File: config.mk
export PLATFORM = sky130hd
export DESIGN_NAME = threshold_pipeline_controller
export DESIGN_NICKNAME = d
export VERILOG_FILES = /design/src/rtl/threshold_pipeline_controller.sv
export SDC_FILE = /design/constraint.sdc
export NUM_CORES = 1
export LEC_CHECK = 0
export ABC_AREA = 0
export CAP_MARGIN = 20
export CORE_MARGIN = 2
export CORE_UTILIZATION = 50
export DETAILED_ROUTE_END_ITERATION = 6
export PLACE_DENSITY = 0.94
export SLEW_MARGIN = 20
export SYNTH_ARGS = -nofsm -noshare
export SYNTH_HDL_FRONTEND = slang
export SYNTH_SLANG_ARGS = --single-unit
File: constraint.sdc
create_clock -name clock -period 4.7 [get_ports clock]
set_input_delay 0.705 -clock clock [delete_from_list [all_inputs] [get_ports clock]]
set_output_delay 0.705 -clock clock [all_outputs]
set_load 0.02 [all_outputs]
File: src/rtl/threshold_pipeline_controller.sv
// Purpose: sequences box_filter then threshold, muxes the threshold-RAM port and gates result writes.
// Latency: status outputs are registered (valid one cycle after the deciding edge); RAM mux is combinational.
// Backpressure: none; stages signal completion via finished inputs, a watchdog bounds each stage.
module threshold_pipeline_controller #(
  parameter int WIDTH_BITS   = 8,
  parameter int HEIGHT_BITS  = 8,
  parameter int TIMEOUT_BITS = 20,
  parameter int CYCLE_BITS   = 24
) (
  input  logic                   clock,
  input  logic                   reset,
  input  logic                   iStart,
  input  logic                   iAbort,
  output logic                   oBusy,
  output logic                   oDone,
  output logic                   oError,
  output logic [CYCLE_BITS-1:0]  oCycles,
  output logic                   oBoxReset,
  input  logic                   iBoxFinished,
  input  logic [WIDTH_BITS-1:0]  iBoxCol,
  input  logic [HEIGHT_BITS-1:0] iBoxRow,
  input  logic [7:0]             iBoxData,
  input  logic                   iBoxWren,
  output logic                   oThrReset,
  input  logic                   iThrFinished,
  input  logic [WIDTH_BITS-1:0]  iThrCol,
  input  logic [HEIGHT_BITS-1:0] iThrRow,
  input  logic                   iThrResultWren,
  output logic [WIDTH_BITS-1:0]  oRamCol,
  output logic [HEIGHT_BITS-1:0] oRamRow,
  output logic [7:0]             oRamData,
  output logic                   oRamWren,
  output logic                   oResultWren
);

  typedef enum logic [2:0] {
    IDLE, BOX_RST, BOX_RUN, THR_RST, THR_RUN, DONE, ERROR
  } state_t;

  // Expiry fires on the cycle the count including the current one reaches 2**TIMEOUT_BITS-1.
  localparam logic [TIMEOUT_BITS-1:0] WD_LAST = {{(TIMEOUT_BITS-1){1'b1}}, 1'b0};

  state_t                  state, state_next;
  logic [TIMEOUT_BITS-1:0] wd_count;
  logic                    wd_expired;
  logic                    start_accept;
  logic                    run_busy;

  // Decode helpers shared by the FSM and the counters.
  always_comb begin
    wd_expired   = (wd_count == WD_LAST);
    start_accept = iStart && ((state == IDLE) || (state == ERROR));
    run_busy     = (state == BOX_RST) || (state == BOX_RUN) ||
                   (state == THR_RST) || (state == THR_RUN);
  end

  // State register.
  always_ff @(posedge clock or posedge reset) begin
    if (reset) state <= IDLE;
    else       state <= state_next;
  end

  // Next-state logic; abort outranks everything in busy states, finished outranks expiry.
  always_comb begin
    state_next = state;
    case (state)
      IDLE:    if (iStart) state_next = BOX_RST;
      BOX_RST: state_next = iAbort ? IDLE : BOX_RUN;
      BOX_RUN: begin
        if (iAbort)            state_next = IDLE;
        else if (iBoxFinished) state_next = THR_RST;
        else if (wd_expired)   state_next = ERROR;
      end
      THR_RST: state_next = iAbort ? IDLE : THR_RUN;
      THR_RUN: begin
        if (iAbort)            state_next = IDLE;
        else if (iThrFinished) state_next = DONE;
        else if (wd_expired)   state_next = ERROR;
      end
      DONE:    state_next = IDLE;
      ERROR:   if (iStart) state_next = BOX_RST;
      default: state_next = IDLE;
    endcase
  end

  // Status and stage resets registered from the next state so they track the state glitch-free.
  always_ff @(posedge clock or posedge reset) begin
    if (reset) begin
      oBusy     <= 1'b0;
      oDone     <= 1'b0;
      oError    <= 1'b0;
      oBoxReset <= 1'b1;
      oThrReset <= 1'b1;
    end else begin
      oBusy     <= (state_next == BOX_RST) || (state_next == BOX_RUN) ||
                   (state_next == THR_RST) || (state_next == THR_RUN);
      oDone     <= (state_next == DONE);
      oError    <= (state_next == ERROR);
      oBoxReset <= (state_next != BOX_RUN);
      oThrReset <= (state_next != THR_RUN);
    end
  end

  // Watchdog: restarts whenever a run state is entered, counts while staying in it.
  always_ff @(posedge clock or posedge reset) begin
    if (reset)                    wd_count <= '0;
    else if (state_next != state) wd_count <= '0;
    else if ((state == BOX_RUN) || (state == THR_RUN))
      wd_count <= wd_count + TIMEOUT_BITS'(1);
  end

  // Run-cycle counter: cleared by an accepted start, saturating count of busy cycles.
  always_ff @(posedge clock or posedge reset) begin
    if (reset)                          oCycles <= '0;
    else if (start_accept)              oCycles <= '0;
    else if (run_busy && (oCycles != '1)) oCycles <= oCycles + CYCLE_BITS'(1);
  end

  // Threshold-RAM port ownership and result-write gating follow the current state.
  always_comb begin
    oRamCol     = '0;
    oRamRow     = '0;
    oRamData    = '0;
    oRamWren    = 1'b0;
    oResultWren = 1'b0;
    case (state)
      BOX_RUN: begin
        oRamCol  = iBoxCol;
        oRamRow  = iBoxRow;
        oRamData = iBoxData;
        oRamWren = iBoxWren;
      end
      THR_RUN: begin
        oRamCol     = iThrCol;
        oRamRow     = iThrRow;
        oResultWren = iThrResultWren;
      end
      default: ;
    endcase
  end

endmodule
==> results.yml <==
sta:
  hold_viol: 0
  slew_violations: 0
  setup_violations: 0
  rsz0062_at_grt: "no"
  tightest_slew_ns: 0.893
  max_slew_margin: 0.404
  hold_slack_ns: 0.549
  post-route-period-util: 0.688
  setup_tns_ns: 0
  period_minus_slack_ns: 3.23
  fmax_ghz: 0.309
  fin_skew_ns: 0.00538
setup_path:
  cp_max_fo: 19
  crit_type: "reg -> out"
  cp-start-kind: "flop"
  cp.required_ns: 3.99
  arrival_ns: 2.53
  end_kind: "output pin"
final_layout:
  fin_nets: 477
  drive_gt1_frac: 0.0585
  fillers: 433
  antenna_cells: 0
  mostFrequentLayoutCell: "clkdlybuf4s50_1"
  area_growth_pct: 37.3
  postLayoutCellArea_um2: 4220
  most-common-layout-cells: "clkdlybuf4s50_1, dfrtp_1, nor2_1"
  fin_util: 0.712
clock_network:
  clkTransAtPathRegs_ns: 0.09
  cts_resized: 0
  cts_max_level: 2
  clk_path_buf_depth: 2
  cts_root_buffer: "clkbuf_8"
  clock-sinks: 52
  postCtsHoldBufs: 0
  post_cts_buffers: 0
  cts_tree: "yes"
  clock_latency_ns: 0.31
  cts_buffers: 5
routing:
  ant_nets: 0
  wl_met1_um: 3150
  drc_errors: 0
  top_layer_used: "met4"
  wirelength_um: 8300
  wl_met2_um: 4400
  met3_length_um: 509
  drt-initial-drc-count: 223
  post_drt_wl_per_cell_um: 16.5
  avgViaCountPerCell: 5.89
  firstDrtPassIters: 5
  num_vias: 2958
placed_design:
  dpl.hpwl_um: 6160
  globalplace.congestion: 0.822
  portBuffers: 102
  placed_area_um2: 4120
yosys:
  syn_nets: 382
  seq_area_frac_synth: 0.424
  synth.ff_latch_count: 52
  yosys-top-cells-area: "dfrtp_1, xor2_1, nor2_1"
  synth_cells: 331
  yosysWarnings: 0
  synth_top_area_share: 0.407
  syn_area_um2: 3070
  yosysUniqueCellTypes: 53
  syn_area_per_cell_um2: 9.28
  yosysTopAreaCell: "dfrtp_1"
pwr:
  swShare: 0.389
  power_frac_comb: 0.451
  internal_power_uw: 917
  clkPwrFrac: 0.178
  peakVddDrop_uv: 228
  p_switching_uw: 584
  power_frac_seq: 0.372
  leakagePower_nw: 1.67
  cellPowerDensity_nw_per_um2: 356
floorplanning:
  die_h_um: 82.4
  core_um2: 5920
  io_pins: 103
  start_util: 0.519
  dieArea_um2: 6790
  rows: 28
  die_w_um: 82.4
global_route:
  grt_pass1_wl_um: 13300
  grt_pass1_vias: 2862
  grt_max_degree: 53
  grt_util_all_layers: 0.258
  globalRoute.totalOverflow: 0
  antenna_found_initial: 0
min_path:
  min_path_type: "reg -> reg"
run:
  cap_violations: 0
status:
  status: "finished clean"
synthesized netlist by cell type (all sizes together):
library cell  number
o31ai              5
o21a               4
a22o              16
or3b               1
o211ai             3
nand2             27
xor2              20
ha                 3
a21oi             11
or2                3
a211o              1
nor3               7
nor3b              3
mux2               2
nor4b              2
a211oi             3
buf               11
a2111oi            1
or3                5
nand3             15
nor2b              3
nand3b             3
a31oi              1
or4b               1
nor4               7
dfstp              2
clkbuf             5
nor2              38
nand4b             1
and2              10
and3b              1
and4b              1
o31a               1
nand4             14
dfrtp             50
nand2b             2
or4                6
o2111ai            2
inv               10
o21ai             12
mux2i              4
xnor2              9
and3               5
power by group through the flow:
stage	Sequential (mW)	Clock, mW	Combinational (mW)
2_1_floorplan	0.555	0	0.439
3_3_place_gp	0.561	0	0.662
3_5_place_dp	0.565	0	0.676
4_1_cts	0.557	0.272	0.680
5_1_grt	0.567	0.289	0.735
6_report	0.558	0.267	0.676
registers in the layout (all words and copies together), names as in the netlist:
register / cells
oCycles: 24
wd_count: 20
state: 3
oBoxReset: 1
oBusy: 1
oDone: 1
oError: 1
oThrReset: 1
area by class of cell:
cell class	instances	area, um2	share of cell area
clock inverter	1	7.51	0.00178
timing repair buffer	104	1040	0.246
sequential	52	1300	0.309
multi-input combinational	253	1650	0.392
inverter	10	38.8	0.00920
clock buffer	7	86.3	0.0205
tap	75	93.8	0.0222
critical path, cell delays in order, from the launching register on:
cell and delay, ns:
dfrtp_1 0.58, nor2_1 0.25, and2_1 0.53, a22o_1 0.24, clkdlybuf4s50_1 0.62
kinds of logic after synthesis:
logic type	synth area share
adder cells (fa/ha/maj)	0.0122
buffers and inverters	0.0379
AND/OR/NAND/NOR	0.281
flip-flops	0.424
AO/OA/AOI/OAI	0.139
XOR/XNOR	0.0851
multiplexers	0.0204
metrics by stage:
step	cells	setup WS [ns]	total power, mW
final	502	1.47	1.50
after global routing	502	1.34	1.59
after CTS	502	1.45	1.51
after detailed placement	494	1.81	1.24
after global placement	494	1.87	1.22
after floorplan	331	2.39	0.993
routing by layer:
metal | up-vias | GRT usage
li1 | 1383 | -
met1 | 1406 | 0.299
met2 | 147 | 0.465
met3 | 22 | 0.0446
met4 | 0 | 0.112
met5 | - | 0
final timing paths:
check                      startpoint           to  slack, ns  depth (start not counted)
hold / removal             oCycles[2]   oCycles[2]       0.55                          1
setup reg to reg             state[0]  oCycles[23]       2.41                          5
min in group asynchronous       reset  oCycles[19]       0.88                          2
max in group asynchronous       reset   oCycles[6]       3.30                          2
setup / recovery             state[0]   oRamCol[3]       1.47                          4
hold reg to reg            oCycles[2]   oCycles[2]       0.55                          1
Note: power is estimated with default switching activity, not from simulation.
